$ cat src/rtl/mult_8u_x_8s_pkg.sv
// Shared widths for the 8u x 8s multiplier slice.
package mult_8u_x_8s_pkg;
  localparam int N1_W  = 8;
  localparam int N2_W  = 8;
  localparam int RES_W = 16;
endpackage

$ cat src/rtl/mult_8u_x_8s_if.sv
// Operand/result bundle between the multiplier and its driver.
interface mult_8u_x_8s_if;
  import mult_8u_x_8s_pkg::*;
  logic [N1_W-1:0]  n1;
  logic [N2_W-1:0]  n2;
  logic [RES_W-1:0] result;

  modport master (output n1, output n2, input result);
  modport slave  (input n1, input n2, output result);
endinterface

$ cat src/rtl/mult_8u_x_8s_csa_row.sv
// One 16-bit carry-save row: three vectors in, sum and left-shifted carry out.
module csa_row
  import mult_8u_x_8s_pkg::*;
(
  input  logic [RES_W-1:0] a,
  input  logic [RES_W-1:0] b,
  input  logic [RES_W-1:0] c,
  output logic [RES_W-1:0] sum,
  output logic [RES_W-1:0] carry
);
  assign sum = a ^ b ^ c;
  // Carry out of bit 15 falls off: everything is modulo 2^16.
  assign carry = {(a[RES_W-2:0] & b[RES_W-2:0]) |
                  (a[RES_W-2:0] & c[RES_W-2:0]) |
                  (b[RES_W-2:0] & c[RES_W-2:0]), 1'b0};
endmodule

$ cat src/rtl/mult_8u_x_8s.sv
// Two-stage 8u x 8s multiplier: operand register, then CSA-reduced product register.
module mult_8u_x_8s
  import mult_8u_x_8s_pkg::*;
(
  input  logic           clk,
  input  logic           reset,
  mult_8u_x_8s_if.slave  bus
);
  localparam int ROWS = N2_W;

  logic [N1_W-1:0]            n1_q;
  logic [N2_W-1:0]            n2_q;
  logic [RES_W-1:0]           result_q;
  logic [ROWS-1:0][RES_W-1:0] pp;
  logic [RES_W-1:0]           s [0:ROWS-2];
  logic [RES_W-1:0]           c [0:ROWS-2];
  logic [RES_W-1:0]           prod;
  logic [RES_W-1:0]           n1_ext;
  logic                       rc;

  always_ff @(posedge clk) begin
    if (reset) begin
      n1_q <= '0;
      n2_q <= '0;
    end else begin
      n1_q <= bus.n1;
      n2_q <= bus.n2;
    end
  end

  assign n1_ext = {{(RES_W-N1_W){1'b0}}, n1_q};

  // Rows 0..6 add n1 weighted by 2^i; row 7 carries weight -2^7, so it is negated.
  always_comb begin
    pp = '0;
    for (int i = 0; i < ROWS-1; i++)
      pp[i] = (n1_ext & {RES_W{n2_q[i]}}) << i;
    pp[ROWS-1] = n2_q[N2_W-1] ? (~(n1_ext << (ROWS-1)) + 1'b1) : '0;
  end

  assign s[0] = pp[0];
  assign c[0] = pp[1];

  for (genvar g = 0; g < ROWS-2; g++) begin : g_csa
    csa_row u_row (
      .a     (s[g]),
      .b     (c[g]),
      .c     (pp[g+2]),
      .sum   (s[g+1]),
      .carry (c[g+1])
    );
  end

  // Final ripple-carry adder merging the carry-save pair.
  always_comb begin
    prod = '0;
    rc   = 1'b0;
    for (int i = 0; i < RES_W; i++) begin
      prod[i] = s[ROWS-2][i] ^ c[ROWS-2][i] ^ rc;
      rc      = (s[ROWS-2][i] & c[ROWS-2][i]) | (s[ROWS-2][i] & rc) | (c[ROWS-2][i] & rc);
    end
  end

  always_ff @(posedge clk) begin
    if (reset) result_q <= '0;
    else       result_q <= prod;
  end

  assign bus.result = result_q;
endmodule

$ cat src/flat_wrapper.sv
// flat-port wrapper written by rule: the top's interface ports become plain ports
module mult_8u_x_8s_flat import mult_8u_x_8s_pkg::*;
  (clk, reset, bus_n1, bus_n2, bus_result);
  mult_8u_x_8s_if bus_i ();
  input  logic clk;
  input  logic reset;
  input wire logic [$bits(bus_i.n1)-1:0] bus_n1;
  input wire logic [$bits(bus_i.n2)-1:0] bus_n2;
  output wire logic [$bits(bus_i.result)-1:0] bus_result;
  assign bus_i.n1 = bus_n1;
  assign bus_i.n2 = bus_n2;
  assign bus_result = bus_i.result;
  mult_8u_x_8s u_core (.clk(clk), .reset(reset), .bus(bus_i));
endmodule
$ cat config.mk
export PLATFORM = sky130hd
export DESIGN_NAME = mult_8u_x_8s_flat
export DESIGN_NICKNAME = d
export VERILOG_FILES = /design/src/rtl/mult_8u_x_8s_pkg.sv /design/src/rtl/mult_8u_x_8s_if.sv /design/src/rtl/mult_8u_x_8s_csa_row.sv /design/src/rtl/mult_8u_x_8s.sv /design/src/flat_wrapper.sv
export SDC_FILE = /design/constraint.sdc
export NUM_CORES = 1
export LEC_CHECK = 0
export ABC_AREA = 1
export BUFFER_PORTS_ARGS = -buffer_cell sky130_fd_sc_hd__buf_4
export CAP_MARGIN = 20
export CORE_UTILIZATION = 40
export CTS_CLUSTER_DIAMETER = 80
export CTS_CLUSTER_SIZE = 28
export DETAILED_ROUTE_END_ITERATION = 8
export PLACE_DENSITY_LB_ADDON = 0.3
export SLEW_MARGIN = 5
export SYNTH_ARGS = -nofsm -noshare
export SYNTH_HDL_FRONTEND = slang
export SYNTH_SLANG_ARGS = --single-unit
$ cat constraint.sdc
create_clock -name clk -period 14.2 [get_ports clk]
set_input_delay 0.71 -clock clk [delete_from_list [all_inputs] [get_ports clk]]
set_output_delay 0.71 -clock clk [all_outputs]
set_load 0.03 [all_outputs]
== After elaboration in Yosys (flattened, before gate mapping) ==
Index checks and enable logic that the tools add are counted.
Operators by class
  add/subtract/negate cells: 1
  multiplexer cells: 1
  bitwise logic cells: 145
Operator list (number)
  15-bit AND: 18
  16-bit XOR: 12
  15-bit bitwise OR: 12
  1-bit AND: 40
  1-bit XOR: 29
  1-bit bitwise OR: 26
  16-bit by 1-bit adder with 16-bit output (second input constant): 1
  8-bit by 16-bit AND with 16-bit output: 1
  16-bit two-way mux: 1
  15-bit NOT with 16-bit output: 1
  8-bit by 15-bit AND with 15-bit output: 1
  8-bit by 14-bit AND with 14-bit output: 1
  8-bit by 13-bit AND with 13-bit output: 1
  8-bit by 12-bit AND with 12-bit output: 1
  8-bit by 11-bit AND with 11-bit output: 1
  8-bit by 10-bit AND with 10-bit output: 1
Storage, ports and cells
  bits in registers: 32

== Depth between registers and ports, before layout ==
Gate-level depths: netlist of the first run.
  depth in word-level cells: 60
  mapped depth: 24
  gate-level depth less buffers: 23

== Hierarchy ==
From an unflattened synthesis of the first run, not the netlist that was laid out.
Unflattened totals
  cell total of the unflattened synthesis: 442
  area total of the unflattened synthesis: 4035.1 um^2
By module, submodules not included
  csa_row: seq. area each 0.0 um^2, cells an instance 26, instances 6, area an instance 346.6 um^2
  mult_8u_x_8s: seq. area each 640.6 um^2, cells an instance 286, instances 1, area an instance 1955.6 um^2

== Least setup slack after synthesis of the first run ==
No wires, ideal clock.
  path kind: register to register
  from: register u_core.n2_q[0]
  to: register u_core.result_q[14] (netlist: u_core.bus.result[14])
  required time: 14133 ps
  path buffers: 1
  cell stages (with the launch flop): 22
  period minus slack after synthesis: 6820 ps
  arrival time: 6754 ps
  slack: 7380 ps
  cell sequence: dfxtp_1 > clkbuf_1 > nand2_1 > inv_1 > fa_1 > inv_1 > fa_1 > fa_1 > fa_1 > fa_1 > fa_1 > inv_1 > ha_1 > fa_1 > fa_1 > fa_1 > fa_1 > fa_1 > fa_1 > inv_1 > fa_1 > nor2_1
Between the ends
  cells in the longest elaborated chain, start to end: 52
  elaborated cells between the ends (all ways): 105
  those cells by class: bitwise: 105
Ends and longest elaborated chain
  start: declaration: RTL line mult_8u_x_8s.sv:12  | logic [N2_W-1:0] n2_q;
  start signal: assignment: RTL line mult_8u_x_8s.sv:27  | n2_q <= bus.n2;
  8-bit by 16-bit AND with 16-bit output *: RTL line mult_8u_x_8s.sv:37  | pp[i] = (n1_ext & {RES_W{n2_q[i]}}) << i;
  15-bit AND (tied with other cells): RTL line mult_8u_x_8s_csa_row.sv:13  | assign carry = {(a[RES_W-2:0] & b[RES_W-2:0]) |
  15-bit bitwise OR or 16-bit XOR (tied branches): RTL line mult_8u_x_8s_csa_row.sv:13, mult_8u_x_8s_csa_row.sv:11
  15-bit bitwise OR (tied with other cells): RTL line mult_8u_x_8s_csa_row.sv:14  | (a[RES_W-2:0] & c[RES_W-2:0]) |
  15-bit AND (tied with other cells): RTL line mult_8u_x_8s_csa_row.sv:13
  15-bit bitwise OR (tied with other cells): RTL line mult_8u_x_8s_csa_row.sv:13
  15-bit bitwise OR (tied with other cells): RTL line mult_8u_x_8s_csa_row.sv:14
  16-bit XOR (tied with other cells) (8 in a row): RTL line mult_8u_x_8s_csa_row.sv:11  | assign sum = a ^ b ^ c;
  [25 not listed]
  1-bit bitwise OR (2 in a row): RTL line mult_8u_x_8s.sv:60  | rc = (s[ROWS-2][i] & c[ROWS-2][i]) | (s[ROWS-2][i] & rc) | (c[ROWS-2][i] & rc);
  1-bit AND: RTL line mult_8u_x_8s.sv:60
  1-bit bitwise OR (2 in a row): RTL line mult_8u_x_8s.sv:60
  1-bit AND: RTL line mult_8u_x_8s.sv:60
  1-bit bitwise OR (2 in a row): RTL line mult_8u_x_8s.sv:60
  1-bit AND: RTL line mult_8u_x_8s.sv:60
  1-bit bitwise OR (2 in a row): RTL line mult_8u_x_8s.sv:60
  1-bit XOR *: RTL line mult_8u_x_8s.sv:59  | prod[i] = s[ROWS-2][i] ^ c[ROWS-2][i] ^ rc;
  end signal: assignment: RTL line mult_8u_x_8s.sv:66  | else result_q <= prod;
  end: declaration: RTL line mult_8u_x_8s.sv:13  | logic [RES_W-1:0] result_q;
Every way passes the cells marked *; elsewhere a longest branch is shown, timed or not.
A chain may end at the register's enable or synchronous reset.

== Worst setup path after layout of the first run ==
Ends and elaborated chain as after synthesis.

==> key figures, run 1 <==
Status
  • Status: completed

Routing
  • Violation count after the first detailed-route iteration: 51
  • Average wire per standard cell: 9.99 µm
  • Wirelength, routed: 4220 µm
  • Number of vias after detailed routing: 1858
  • Pre-antenna DRT Iters: 8
  • Detail Route Antenna Nets: 0
  • Average via count per standard cell: 4.40
  • DRC violations left: 0

STA
  • Worst relative slew slack: 0.666
  • Worst hold margin: 573 ps
  • Max-slew violation count: 0
  • Setup repair after global routing missed its margin: false
  • Setup-failing EPs final: 0
  • Highest attainable clock frequency: 143 MHz
  • Setup tns final: 0 ps
  • Min cycle time layout: 6970 ps
  • Final Cycle Share: 0.491
  • Fin. Hold Viols: 0
  • Post-Route Skew: 10.2 ps
  • Final setup margin: 7230 ps
  • Slew at the pin closest to its max-slew limit: 501 ps

Synth
  • Proportion of register bits with asynchronous set or reset after synthesis: 0
  • Number of synthesized flops with an enable pin: 0
  • Mapped Cells: 323
  • Sequential element share of the synthesized area: 0.235
  • Area contributors post-synth: sky130_fd_sc_hd__fa_1, sky130_fd_sc_hd__dfxtp_1, sky130_fd_sc_hd__inv_1
  • Post-synthesis average cell area: 8.45 µm²
  • Area of the mapped netlist: 2730 µm²
  • Net count after synthesis: 398
  • Top cell type's share of synthesized area: 0.352
  • Unique masters post-synth: 23
  • Prevailing post-synth register cell: sky130_fd_sc_hd__dfxtp_1
  • Synthesis Warnings: 0
  • Cell accounting for the most synthesized area: sky130_fd_sc_hd__fa_1
  • Flop and latch count out of synthesis: 32

Critical path
  • Worst Reg-to-Reg Cells: 20
  • Most repeated library cell on the critical path: sky130_fd_sc_hd__fa_1
  • Required time of the critical path: 14430 ps
  • Critical path startpoint category: flop
  • Top fanout value on the critical path: 8
  • Standard cell with the maximum stage delay on the critical path: sky130_fd_sc_hd__fa_1
  • Start-to-end type of the worst setup path: reg2reg
  • Crit. End Element: flop
  • Critical Path, Cell by Cell: nand2_1 -> inv_1 -> fa_1 -> inv_1 -> fa_1 -> fa_1 -> fa_1 -> fa_1 -> fa_1 -> inv_1 -> ha_1 -> fa_1 -> fa_1 -> fa_1 -> fa_1 -> fa_1 -> fa_1 -> inv_1 -> fa_1 -> nor2_1
  • Delay of the slowest cell on the worst path: 550 ps
  • Data arrival time of the critical path: 7200 ps

Finish
  • Share of post-route cells with drive strength above 1: 0.154
  • Leading cell type in the layout, fill and taps excluded: sky130_fd_sc_hd__inv_1
  • Count of placed standard cells in the final layout, fillers left out: 422
  • Final cell utilization of the core: 0.471
  • Most frequent cells in the layout: sky130_fd_sc_hd__inv_1, sky130_fd_sc_hd__nand2_1, sky130_fd_sc_hd__fa_1
  • Area delta synth->final: 11.3%
  • Total non-filler cell area in the finished layout: 3040 µm²
  • Antenna fix cells: 0
  • Fin nets: 419

CTS
  • Maximum level of the CTS H-tree: 2
  • Number of clock sinks seen by CTS: 32
  • Maximum count of clock buffers along a single path: 2
  • Post-cts repair resize count: 0
  • TritonCTS clock tree: yes
  • Number of buffers inserted by post-CTS setup repair: 0
  • CTS buffer count: 5
  • Post-cts hold buffer count: 0
  • Clock edge transition at the registers on the reported setup and hold paths: 70 ps
  • Worst-Skew Late Latency: 290 ps
  • Cell at the root of the clock tree: sky130_fd_sc_hd__clkbuf_8

GRT
  • Global route total overflow: 0
  • Initial antenna violation count: 0
  • Global-route wire length before repair: 7990 µm
  • Vias in the first global route: 1891
  • Global-route total usage across every layer: 0.144
  • Largest net degree at the start of global routing: 33

Floorplan
  • IO Pins: 34
  • CORE AREA: 6460 µm²
  • Initial cell density of the core: 0.423
  • Horizontal die dimension: 84.6 µm
  • Floorplan die height: 84.6 µm
  • Die footprint: 7160 µm²
  • Number of rows in the core area: 29

Power and ir drop
  • Largest vdd supply drop: 0.0516 mV
  • Overall power after layout: 0.240 mW
  • Reported leakage power: 1.60 nW
  • P per Cell Area: 79.1 nW/µm²

Place
  • PortBufs: 33
  • Placed Instance Area: 2950 µm²
  • Number of cells after detailed placement: 414
  • Place WS: 7160 ps
  • Post-DP HPWL: 3480 µm
  • Routability congestion estimate: 0.784

Worst hold path
  • Min-delay worst type: reg2reg
  • Hold Path Depth: 2

Flow run
  • Number of max-capacitance violations reported: 0
[critical path, delay by kind of cell, from the launching register on]
kind | cells | cell delay [ps]
simple gates | 2 | 230
buf+inv | 4 | 250
fa+ha+maj | 14 | 6050
flops | 1 | 400
[synthesized netlist by cell type, types with 3 or more instances]
cell and count:
sky130_fd_sc_hd__inv_1 89, sky130_fd_sc_hd__nand2_1 66, sky130_fd_sc_hd__fa_1 48, sky130_fd_sc_hd__nor2_1 34, sky130_fd_sc_hd__dfxtp_1 32, sky130_fd_sc_hd__clkbuf_1 10
sky130_fd_sc_hd__ha_1 9, sky130_fd_sc_hd__a21oi_1 6, sky130_fd_sc_hd__buf_6 6, sky130_fd_sc_hd__nand2_2 3, sky130_fd_sc_hd__nor2_4 3
[routing by layer]
layer | GRT usage | wire, µm | vias up
met5 | 0 | 0 | -
met4 | 0.0693 | 86 | 0
met3 | 0.0324 | 163 | 7
met2 | 0.251 | 2070 | 37
met1 | 0.168 | 1900 | 887
li1 | - | - | 927
[power breakdown]
part           internal [mW]  switching, mW  total [mW]
Clock                 0.0395         0.0325      0.0720
Combinational         0.0267         0.0371      0.0638
Sequential            0.0970        0.00772       0.105
[flip-flops by register name (all words and copies together) (netlist names)]
register	count
u_core.n1_q	8
u_core.n2_q	8
u_core.bus.result	16
[final cells by class]
cell class | count | area [µm²]
well taps | 77 | 96.3
fillers | 646 | 3420
multi-input cells | 178 | 1600
repair buffers | 33 | 248
flip-flops and latches | 32 | 641
inverters | 94 | 364
clock buffers | 8 | 90.1
[cell families (layout without fill, tap and decap cells)]
logic type / Yosys count / after routing / share of synthesized area
buffers and inverters: 113 / 135 / 0.179
AND/OR/NAND/NOR: 111 / 111 / 0.175
flip-flops: 32 / 32 / 0.235
AO/OA/AOI/OAI: 10 / 10 / 0.0183
adder cells (fa/ha/maj): 57 / 57 / 0.393
[final timing paths]
| path | startpoint | to | slack, ps |
|---|---|---|---|
| max | u_core.n2_q[0]$_SDFF_PP0_ | u_core.bus.result[14]$_SDFF_PP0_ | 7230 |
| min | u_core.n2_q[0]$_SDFF_PP0_ | u_core.bus.result[0]$_SDFF_PP0_ | 570 |
| max reg2reg | u_core.n2_q[0]$_SDFF_PP0_ | u_core.bus.result[14]$_SDFF_PP0_ | 7230 |
| min reg2reg | u_core.n2_q[0]$_SDFF_PP0_ | u_core.bus.result[0]$_SDFF_PP0_ | 570 |
Power figures use the tool's default switching activity.
==> inputs of run 2 (changes only) <==
- clock period: 14.2 -> 6.55 ns (I/O delays scaled with it)
==> run 2 against run 1 <==
Compared with the run above:
- cell count rose by 3.3%
- register-to-register slack worse by 7000 ps
- setup slack got worse by 7000 ps
- sequential cell count unchanged
- clock power increased by 120%
- non-clock buffer count grew 14
- critical endpoint unchanged
==> key figures, run 2 (synthesis gave the netlist of run 1 again) <==
CTS
  • Worst-Skew Late Latency: 280 ps (about the same)
  • TritonCTS clock tree: yes
  • Cell at the root of the clock tree: sky130_fd_sc_hd__clkbuf_8
  • Maximum count of clock buffers along a single path: 2 (unchanged)
  • Number of clock sinks seen by CTS: 32 (unchanged)
  • Post-cts hold buffer count: 0 (unchanged)
  • CTS buffer count: 5 (unchanged)
  • Clock edge transition at the registers on the reported setup and hold paths: 70 ps (about the same)
  • Maximum level of the CTS H-tree: 2 (unchanged)

Power and ir drop
  • Sequential power share: 0.416 (-0.019)
  • Net switching power: 0.171 mW (+120%)
  • Largest vdd supply drop: 0.108 mV (+110%)
  • Overall power after layout: 0.529 mW (+120%)
  • Switching power as a share of total power: 0.323 (+0.00166)
  • Combinational cell fraction of total power: 0.286 (+0.021)
  • Internal Power: 0.358 mW (+120%)
  • Reported leakage power: 1.66 nW (+4.1%)
  • P per Cell Area: 166 nW/µm² (+110%)
  • Clock network fraction of design power: 0.298 (about the same)

Routing
  • Wirelength, routed: 4060 µm (-3.7%)
  • Average via count per standard cell: 4.32 (-1.9%)
  • Violation count after the first detailed-route iteration: 35 (-31%)
  • Pre-antenna DRT Iters: 4 (-4)
  • Detail Route Antenna Nets: 0 (unchanged)
  • Number of vias after detailed routing: 1883 (+1.3%)
  • DRC violations left: 0 (unchanged)
  • Average wire per standard cell: 9.31 µm (-6.8%)

Finish
  • Leading cell type in the layout, fill and taps excluded: sky130_fd_sc_hd__inv_1
  • Share of post-route cells with drive strength above 1: 0.256 (+0.103)
  • Filler cell count: 637 (-1.4%)
  • Final cell utilization of the core: 0.495 (+0.0240)
  • Storage element area: 652 µm² (+1.8%)
  • Area delta synth->final: 17.0%
  • Most frequent cells in the layout: sky130_fd_sc_hd__inv_1, sky130_fd_sc_hd__nand2_1, sky130_fd_sc_hd__buf_4
  • Fin nets: 433 (+3.3%)
  • Antenna fix cells: 0 (unchanged)
  • Flip-flop count of the largest register after layout: 16 (unchanged)
  • Count of placed standard cells in the final layout, fillers left out: 436 (+3.3%)
  • Area taken by multi-input logic gates: 1630 µm² (+2.0%)

Floorplan
  • CORE AREA: 6460 µm² (unchanged)
  • Die footprint: 7160 µm² (unchanged)
  • Floorplan die height: 84.6 µm (unchanged)
  • Number of rows in the core area: 29 (unchanged)
  • IO Pins: 34 (unchanged)
  • Horizontal die dimension: 84.6 µm (unchanged)
  • Initial cell density of the core: 0.423 (unchanged)

Critical path
  • Worst reg2reg path startpoint: u_core.n2_q[2]$_SDFF_PP0_
  • Required time of the critical path: 6770 ps (-7660 ps)
  • Data arrival time of the critical path: 6550 ps (-650 ps)
  • End of the critical path: u_core.bus.result[14]$_SDFF_PP0_
  • Crit. Startpoint: u_core.n2_q[2]$_SDFF_PP0_
  • Worst Reg-to-Reg Cells: 20 (unchanged)
  • Crit. End Element: flop
  • Critical path startpoint category: flop
  • Capturing point of the worst reg2reg path: u_core.bus.result[14]$_SDFF_PP0_
  • Start-to-end type of the worst setup path: reg2reg
  • Flop-to-flop setup slack: 220 ps (-7010 ps)
  • Top fanout value on the critical path: 5 (-3)

GRT
  • Global-route total usage across every layer: 0.137 (-0.00693)
  • Initial antenna violation count: 0 (unchanged)
  • Largest net degree at the start of global routing: 33 (unchanged)
  • Global route total overflow: 0 (unchanged)
  • Global-route wire length before repair: 7800 µm (-2.3%)
  • Vias in the first global route: 1933 (+2.2%)

Place
  • Number of cells after detailed placement: 425 (+2.7%)
  • Place WS: -70.7 ps (-7230 ps)
  • Routability congestion estimate: 0.755 (-3.6%)
  • PortBufs: 33 (unchanged)
  • Post-DP HPWL: 3380 µm (-2.9%)

STA
  • Setup-failing EPs final: 0 (unchanged)
  • Slew at the pin closest to its max-slew limit: 323 ps (-178 ps)
  • Final Cycle Share: 0.966 (+0.475)
  • Highest attainable clock frequency: 158 MHz (+10%)
  • Fin. Hold Viols: 0 (unchanged)
  • Min cycle time layout: 6330 ps (-642 ps)
  • Final setup margin: 222 ps (-7010 ps)
  • Max-slew violation count: 0 (unchanged)
  • Worst relative slew slack: 0.784 (+0.119)
  • Post-Route Skew: 4.47 ps (-5.76 ps)

Flow run
  • Number of max-capacitance violations reported: 0 (unchanged)

Status
  • Status: completed

Worst hold path
  • Min-delay worst type: in2reg
==> run 2: worst max-delay path: stages (launching register included) <==
cell	delay (ps)
sky130_fd_sc_hd__dfxtp_4	370
sky130_fd_sc_hd__nand2_2	70
sky130_fd_sc_hd__fa_1	530
sky130_fd_sc_hd__inv_1	50
sky130_fd_sc_hd__fa_1	480
sky130_fd_sc_hd__fa_1	520
sky130_fd_sc_hd__fa_2	550
sky130_fd_sc_hd__inv_2	40
sky130_fd_sc_hd__fa_2	340
sky130_fd_sc_hd__fa_1	480
sky130_fd_sc_hd__inv_1	40
sky130_fd_sc_hd__ha_2	160
sky130_fd_sc_hd__fa_2	330
sky130_fd_sc_hd__fa_2	340
sky130_fd_sc_hd__fa_2	340
sky130_fd_sc_hd__fa_2	350
sky130_fd_sc_hd__fa_2	350
sky130_fd_sc_hd__fa_2	360
sky130_fd_sc_hd__inv_2	60
sky130_fd_sc_hd__fa_1	370
sky130_fd_sc_hd__nor2_1	120
==> run 2: power by group through the flow <==
stage	Combinational (mW)	Sequential, mW	Clock (mW)
after global routing	0.176	0.223	0.174
after floorplan	0.0953	0.240	0
after CTS	0.152	0.220	0.166
final	0.151	0.220	0.158
after detailed placement	0.151	0.224	0
after global placement	0.148	0.224	0
==> run 2: how the worst min path moves through the flow <==
stage          slack, ps       from  cells past startpoint                         to
2_1_floorplan        400      reset                      1  u_core.n1_q[0]$_SDFF_PP0_
3_3_place_gp         530  bus_n2[5]                      3  u_core.n2_q[5]$_SDFF_PP0_
3_5_place_dp         530  bus_n2[4]                      3  u_core.n2_q[4]$_SDFF_PP0_
4_1_cts              230  bus_n1[1]                      3  u_core.n1_q[1]$_SDFF_PP0_
5_1_grt              240  bus_n2[6]                      3  u_core.n2_q[6]$_SDFF_PP0_
6_report             240  bus_n1[1]                      3  u_core.n1_q[1]$_SDFF_PP0_
==> run 2: repair_timing <==
| item | 4_1_cts | 5_1_grt |
|---|---|---|
| pin swaps | 12 | 16 |
| endpoints found under the setup margin | 2 | 2 |
| setup buffers | 1 | 2 |
| gates resized for setup | 8 | 14 |
==> run 2: cell type report <==
type | count | share of cell area
inverter | 94 | 0.114
tap | 77 | 0.0302
clock buffer | 6 | 0.0259
clock inverter | 2 | 0.00313
sequential | 32 | 0.204
timing repair buffer | 47 | 0.112
multi-input combinational | 178 | 0.511
==> run 2: per-layer routing <==
| layer | vias to the layer above | global-route usage | share of wire |
|---|---|---|---|
| met5 | - | 0 | 0 |
| met2 | 27 | 0.253 | 0.52 |
| met4 | 0 | 0.0478 | 0.017 |
| met3 | 5 | 0.0305 | 0.033 |
| met1 | 900 | 0.155 | 0.43 |
| li1 | 951 | - | - |
==> run 2: per-stage QoR <==
step / setup TNS, ps / area [µm²] / hold slack [ps]
floorplan: 0 / 2740 / 399
global placement: 0 / 3040 / 527
detailed placement: -84.2 / 3040 / 534
CTS: 0 / 3150 / 230
global route: -11.7 / 3190 / 235
finish: 0 / 3190 / 237
